`config.mk`:
```
export PLATFORM = sky130hd
export DESIGN_NAME = z_sequence_detector
export DESIGN_NICKNAME = d
export VERILOG_FILES = /design/src/rtl/z_pkg.sv /design/src/rtl/sat_counter.sv /design/src/rtl/z_sequence_detector.sv
export SDC_FILE = /design/constraint.sdc
export NUM_CORES = 1
export LEC_CHECK = 0
export BUFFER_PORTS_ARGS = -buffer_cell sky130_fd_sc_hd__buf_2
export CAP_MARGIN = 20
export CORE_MARGIN = 3
export CORE_UTILIZATION = 32
export DETAILED_ROUTE_END_ITERATION = 8
export GPL_TIMING_DRIVEN = 0
export HOLD_SLACK_MARGIN = 0.08
export PLACE_DENSITY_LB_ADDON = 0.3
export SKIP_LAST_GASP = 1
export SYNTH_ARGS = -nofsm -noshare
export SYNTH_HDL_FRONTEND = slang
export SYNTH_SLANG_ARGS = --single-unit
export TNS_END_PERCENT = 20
```
`constraint.sdc`:
```
create_clock -name clk -period 2.29 [get_ports clk]
set_input_delay 0.458 -clock clk [delete_from_list [all_inputs] [get_ports clk]]
set_output_delay 0.458 -clock clk [all_outputs]
set_load 0.005 [all_outputs]
```
`src/rtl/z_pkg.sv`:
```
// Shared encodings for the one-hot walk detector: FSM states and the 4-sample pattern.
package z_pkg;

  typedef enum logic [1:0] {
    IDLE = 2'd0,
    GOT1 = 2'd1,
    GOT2 = 2'd2,
    GOT4 = 2'd3
  } state_e;

  localparam logic [3:0] PAT0 = 4'h1;
  localparam logic [3:0] PAT1 = 4'h2;
  localparam logic [3:0] PAT2 = 4'h4;
  localparam logic [3:0] PAT3 = 4'h8;

  // A PAT0 sample always restarts the walk, whatever state it arrives in.
  function automatic state_e next_state(input state_e s, input logic [3:0] z);
    state_e n;
    n = IDLE;
    if (z == PAT0) begin
      n = GOT1;
    end else begin
      case (s)
        GOT1:    n = (z == PAT1) ? GOT2 : IDLE;
        GOT2:    n = (z == PAT2) ? GOT4 : IDLE;
        default: n = IDLE;
      endcase
    end
    return n;
  endfunction

endpackage

```
`src/rtl/sat_counter.sv`:
```
// Saturating up-counter with synchronous clear; updates one cycle after inc/clr.
// Clear has priority over increment; holding at all-ones absorbs further increments.
module sat_counter #(
  parameter int W = 8
) (
  input  logic         clk,
  input  logic         reset,
  input  logic         inc,
  input  logic         clr,
  output logic [W-1:0] count
);

  logic [W-1:0] count_q;
  logic [W-1:0] count_d;

  always_comb begin
    count_d = count_q;
    if (clr) begin
      count_d = '0;
    end else if (inc && (count_q != {W{1'b1}})) begin
      count_d = count_q + W'(1);
    end
  end

  always_ff @(posedge clk or negedge reset) begin
    if (!reset) begin
      count_q <= '0;
    end else begin
      count_q <= count_d;
    end
  end

  assign count = count_q;

endmodule

```
`src/rtl/z_sequence_detector.sv`:
```
// Detects consumed Z samples 1,2,4,8; match and count appear one clock after the final sample.
// No backpressure: every edge with z_valid=1 consumes z_in; clear discards the sample at its edge.
module z_sequence_detector
  import z_pkg::*;
#(
  parameter int COUNT_W = 8
) (
  input  logic               clk,
  input  logic               reset,
  input  logic [3:0]         z_in,
  input  logic               z_valid,
  input  logic               clear,
  output logic               match,
  output logic [COUNT_W-1:0] match_count,
  output logic [3:0]         last_z,
  output logic [1:0]         state
);

  state_e     state_q, state_d;
  logic       match_q, match_d;
  logic [3:0] last_z_q, last_z_d;
  logic       take;
  logic       done;

  assign take = z_valid && !clear;
  assign done = take && (state_q == GOT4) && (z_in == PAT3);

  always_comb begin
    state_d  = state_q;
    match_d  = 1'b0;
    last_z_d = last_z_q;
    if (clear) begin
      state_d  = IDLE;
      last_z_d = 4'h0;
    end else if (z_valid) begin
      state_d  = next_state(state_q, z_in);
      match_d  = done;
      last_z_d = z_in;
    end
  end

  always_ff @(posedge clk or negedge reset) begin
    if (!reset) begin
      state_q  <= IDLE;
      match_q  <= 1'b0;
      last_z_q <= 4'h0;
    end else begin
      state_q  <= state_d;
      match_q  <= match_d;
      last_z_q <= last_z_d;
    end
  end

  sat_counter #(
    .W(COUNT_W)
  ) u_cnt (
    .clk  (clk),
    .reset(reset),
    .inc  (done),
    .clr  (clear),
    .count(match_count)
  );

  assign match  = match_q;
  assign last_z = last_z_q;
  assign state  = state_q;

endmodule

```
# After elaboration in Yosys (flattened, before gate mapping)
# Cells that the tools add are included.
dict set report op_classes {
  reduce_logical 7
  eq_ne 8
  n_mux 12
  add_sub_neg 1
}
# cell n
set ops {}
lappend ops {{2-to-1 mux 8 bit} 2}
lappend ops {{2-to-1 mux 2 bit} 5}
lappend ops {{adder 8 x 1 -> 8 bit, second input constant} 1}
lappend ops {{2-to-1 mux 4 bit} 2}
lappend ops {{inequality test 8 bit, second input constant} 1}
lappend ops {{equality test 2 bit, second input constant} 2}
lappend ops {{equality test 4 x 1 -> 1 bit, second input constant} 1}
lappend ops {{equality test 4 x 2 -> 1 bit, second input constant} 1}
lappend ops {{equality test 4 x 3 -> 1 bit, second input constant} 1}
lappend ops {{equality test 4 bit, second input constant} 1}
lappend ops {{logical AND 1 bit} 4}
lappend ops {{case mux 2 bit (2 select lines)} 1}
lappend ops {{nonzero test 2 bit} 2}
lappend ops {{equality test 2 x 1 -> 1 bit, second input constant} 1}
lappend ops {{2-to-1 mux 1 bit} 2}
lappend ops {{logical NOT 1 bit} 1}
dict set report totals {
  regBits 15
  in_bits 8
  out_inout_bits 15
  word_cells 32
}

# Longest topological paths before layout
dict set report logic_depth {
  ltp_word 7
  depth_mapped 8
  mapped_depth_nobuf 6
}

# By module
# From an unflattened synthesis, not the netlist that was laid out.
dict set report hier_totals {
  cells_unflattened 84
  area_unflattened_um2 862.1
}
# module cells_each area_each_um2 n_inst seq_area_each_um2
set modules_own_cells {}
lappend modules_own_cells {sat_counter 49 464.2 1 200.2}
lappend modules_own_cells {z_sequence_detector 35 397.9 1 175.2}

# Worst setup path after synthesis
# OpenSTA, ideal clock, no wires.
dict set report synth_timing {
  path_type {in2reg}
  from {in z_valid}
  to {reg u_cnt.count_q[7], in the netlist u_cnt.count[7]}
  slack_ns 0.403
  n_path_buf 3
  required_time_ns 2.154
  path_stages 7
  arrival_time_ns 1.750
  setup_time_ns 0.136
  cell_sequence {buf_6 nand4b_1 or4_1 buf_2 buf_2 o41ai_1 a21oi_1}
}
dict set report synth_via {
  elab_chain_len 5
}
# item line_no
set synth_rtl {}
lappend synth_rtl {{from (decl)} z_sequence_detector.sv:11} ;# input logic z_valid,
lappend synth_rtl {{logical AND 1 bit} z_sequence_detector.sv:25} ;# assign take = z_valid && !clear;
lappend synth_rtl {{logical AND 1 bit (2 in a row)} z_sequence_detector.sv:26} ;# assign done = take && (state_q == GOT4) && (z_in == PAT3);
lappend synth_rtl {{logical AND 1 bit} sat_counter.sv:20} ;# end else if (inc && (count_q != {W{1'b1}})) begin
lappend synth_rtl {{nonzero test 2 bit (no line)} --}
lappend synth_rtl {{to (signal assigned)} sat_counter.sv:29} ;# count_q <= count_d;
lappend synth_rtl {{to (decl)} sat_counter.sv:13} ;# logic [W-1:0] count_q;
# Every way passes these cells.
# A chain may end at the register's enable or synchronous reset.

# Final worst setup path
dict set report layout_timing {
  from {reg state_q[0], in the netlist state[0]}
  to {reg u_cnt.count_q[2], in the netlist u_cnt.count[2]}
}
dict set report layout_via {
  elab_chain_len 5
}
# item line_no
set layout_rtl {}
lappend layout_rtl {{from (decl)} z_sequence_detector.sv:19} ;# state_e state_q, state_d;
lappend layout_rtl {{from (signal assigned)} z_sequence_detector.sv:48} ;# state_q <= state_d;
lappend layout_rtl {{equality test 2 bit} z_sequence_detector.sv:26}
lappend layout_rtl {{logical AND 1 bit (2 in a row)} z_sequence_detector.sv:26}
lappend layout_rtl {{logical AND 1 bit} sat_counter.sv:20}
lappend layout_rtl {{nonzero test 2 bit (no line)} --}
# Every way passes these cells.

==> results.txt <==
----------------------------------------------------
[Cells and area]
  Final net count ... 124
  Share of layout cells above drive strength 1 ... 0.261
  Antenna Diode Count ... 0
  Fillcell total ... 250
  Leading cell type in the layout, fill and taps excluded ... buf_2
  Top library cells by usage in the layout, fill and taps aside ... 23 x buf_2, 15 x dfrtp_1, 7 x nor2_1
  Synthesis-to-finish area growth ... 21.4%

[Setup path]
  Top fanout value on the critical path ... 10
  Cell count of the worst reg-to-reg path ... 7
  Worst reg-to-reg setup slack ... 0.22 ns
  Timing endpoint of the critical path ... u_cnt.count[2]$_DFFE_PN0P_
  Crit path arrival time ... 2.24 ns
  End of the worst register-to-register path ... u_cnt.count[2]$_DFFE_PN0P_
  Worst Path Class, Setup ... flop to flop
  CP required ... 2.46 ns
  Worst flop-to-flop path startpoint ... state[0]$_DFFE_PN0P_
  Start point of the critical path ... state[0]$_DFFE_PN0P_
  Type of element launching the critical path ... flop
  Worst Setup End Kind ... flop

[Worst hold path]
  Type of the most critical hold path ... primary input to flop

[Clock tree]
  Clock latency reported for the late side of the worst-skew pair ... 0.29 ns
  Clock buffers created by TritonCTS ... 3
  Clock transition time at the flip-flop clock pins of the worst setup and hold paths ... 0.11 ns
  TritonCTS clock tree ... yes
  Buffer levels on the longest clock path ... 2
  Cell chosen for the clock root ... clkbuf_4
  Number of H-tree branching levels ... 1
  Total clock sinks ... 15

[Routing]
  DRC viols ... 0
  Routed Antenna Nets ... 0
  Number of detailed-route iterations in the first pass ... 4
  Overall via count from detail_route ... 751
  Number of vias per cell after detailed routing ... 5.40
  DRC violation total after the first TritonRoute iteration ... 15
  WL per Instance ... 13.2 microns
  Routed wire length ... 1.84 mm

[Synthesis]
  Synth top area share ... 0.452
  Per-instance average area after synthesis ... 9.76 sq um
  Total number of yosys warnings ... 0
  Syn Std Cell Area ... 830 sq um
  Proportion of synthesized flip-flops having asynchronous set or reset ... 1.00
  Number of instances in the synthesized netlist ... 85
  Largest area contributor in the netlist ... dfrtp_1
  Synth unique cells ... 26
  Fraction of the yosys area taken by sequential cells ... 0.452
  Predominant post-synthesis flop cell ... dfrtp_1
  Count of flip-flops with a built-in enable after synthesis ... 0
  Post-Syn Nets ... 97
  Number of synthesized register bits ... 15
  Ranking of synthesized cells by area ... dfrtp_1 45%, ha_1 6.0%, mux2i_1 4.8%, or4_1 4.5%, a21oi_1 3.6%

[Power and ir drop]
  Leakage power ... 0.485 nW
  Net Sw Power ... 0.000117 W
  Ratio of total power to cell area ... 464 mW/mm^2
  Clock share of power ... 0.338
  Pint ... 0.000350 W
  Worst ir drop on vdd ... 230 uV
  Net Sw Frac ... 0.251
  Relative contribution of combinational cells to total power ... 0.082
  Power share of the sequential group ... 0.580

[STA]
  Timing-limited maximum frequency ... 483 MHz
  Final Setup Violations ... 0
  Clock tree skew after final layout ... 0.0130 ns
  Final Cycle Share ... 0.904
  Setup total negative slack ... 0 ns
  Worst max-slew margin expressed relative to the limit ... 0.715
  Hold Vio Cnt, Final ... 0
  Final worst-path setup slack ... 0.220 ns
  Minimum clock period after layout ... 2.07 ns
  Final Slew Violations ... 0
  RSZ-0062 raised after global routing ... false
  Worst slew pin tran ... 0.428 ns

[Global route]
  Number of global-route vias before repair ... 677
  Antenna violations before repair ... 0
  Maximum number of pins on one net before global-route repair ... 16
  Total global routing overflow ... 0
  All-Layer GR Usage ... 0.124
  First-pass GRT wire length ... 3.16 mm

[Placed design]
  Final HPWL from detailed placement ... 1.34 mm
  Post-placement setup slack ... 0.172 ns
  Final RePlAce weighted congestion ... 0.834
  Count of input and output buffers ... 21

[Floorplan]
  Horizontal die dimension ... 56.9 microns
  Total core area ... 0.00234 sq mm
  Rows ... 17
  Floorplan die area ... 0.00324 sq mm
  Number of placed I/O pins ... 23
  Die span in y ... 56.9 microns
  Initial cell density of the core ... 0.355

[Run]
  Max Cap Viol ... 0

[Outcome]
  Run status ... finished clean

----------------------------------------------------
[registers in the layout, indices dropped and copies added, names as in the netlist]
register,flops
u_cnt.count,8
last_z,4
state,2
match,1
[layer usage]
layer  up-vias  routed length, microns  part of all wire  global-route usage
met4         0                      34             0.018              0.0596
met2        24                     843              0.46               0.181
met3         4                     102             0.055              0.0368
li1        372                       -                 -                   -
met1       351                     859              0.47               0.167
met5         -                       0                 0                   0
[kinds of logic after synthesis]
family,synth area share
buffers and inverters,0.0618
and+or+nand+nor,0.216
adders and majority gates,0.0603
DFF,0.452
muxes,0.0618
AOI/OAI and AO/OA,0.148
[repair_timing]
action                                 CTS  global route
endpoints found under the hold margin   15             0
hold buffers                             1             0
buffers inserted                         0             0
gates resized for setup                  0             0
[power by group through the flow]
stage / logic, W / clock network (W) / registers (W)
2_1_floorplan: 0.0000154 / 0 / 0.000277
3_3_place_gp: 0.0000374 / 0 / 0.000276
3_5_place_dp: 0.0000376 / 0 / 0.000276
4_1_cts: 0.0000391 / 0.000162 / 0.000271
5_1_grt: 0.0000434 / 0.000178 / 0.000272
6_report: 0.0000381 / 0.000158 / 0.000271
[cell usage after synthesis (2+ instances only)]
library cell  number
nand2b_1           2
inv_1              6
o41ai_1            2
dfrtp_1           15
clkbuf_1           2
o211ai_1           3
o31ai_1            4
buf_2              2
nor2_1             7
mux2i_1            4
nand3b_1           3
a21oi_1            6
nand3_1            5
or4_1              5
ha_1               4
nor3_1             2
nand2_1            4
[per-stage QoR]
stage / power [W] / utilization / cells / area (sq um) / hold slack [ns]
5_1_grt: 0.000494 / 0.430 / 139 / 1010 / 0.404
3_3_place_gp: 0.000313 / 0.414 / 134 / 970 / 0.384
4_1_cts: 0.000472 / 0.430 / 139 / 1010 / 0.404
2_1_floorplan: 0.000292 / - / 85 / 830 / 0.162
3_5_place_dp: 0.000314 / 0.414 / 134 / 970 / 0.381
6_report: 0.000467 / 0.430 / 139 / 1010 / 0.404
[final cells by class]
| cell class | count | area (sq um) | area share |
|---|---|---|---|
| Sequential cell | 15 | 375 | 0.373 |
| Inverter | 6 | 22.5 | 0.0224 |
| Tap cell | 28 | 35.0 | 0.0348 |
| Clock buffer | 3 | 22.5 | 0.0224 |
| Timing Repair Buffer | 22 | 115 | 0.114 |
| Clock inverter | 1 | 5.00 | 0.00497 |
| Multi-Input combinational cell | 59 | 403 | 0.400 |
| Buffer | 5 | 28.8 | 0.0286 |
[how the worst min path moves through the flow]
stage / slack (ns) / depth (start not counted) / start / end
2_1_floorplan: 0.16 / 0 / reset / last_z[0]$_DFFE_PN0P_
3_3_place_gp: 0.38 / 1 / reset / u_cnt.count[0]$_DFFE_PN0P_
3_5_place_dp: 0.38 / 1 / reset / u_cnt.count[0]$_DFFE_PN0P_
4_1_cts: 0.40 / 2 / clear / u_cnt.count[2]$_DFFE_PN0P_
5_1_grt: 0.40 / 2 / clear / u_cnt.count[2]$_DFFE_PN0P_
6_report: 0.40 / 2 / clear / u_cnt.count[2]$_DFFE_PN0P_
[critical path: stages, from the launching register on]
cell      delay [ns]
dfrtp_1         0.43
ha_1            0.18
nand4b_1        0.10
or4_1           0.39
buf_2           0.16
buf_2           0.18
o311ai_0        0.37
o41ai_1         0.14
No activity file was read; power rests on OpenSTA's default activity.
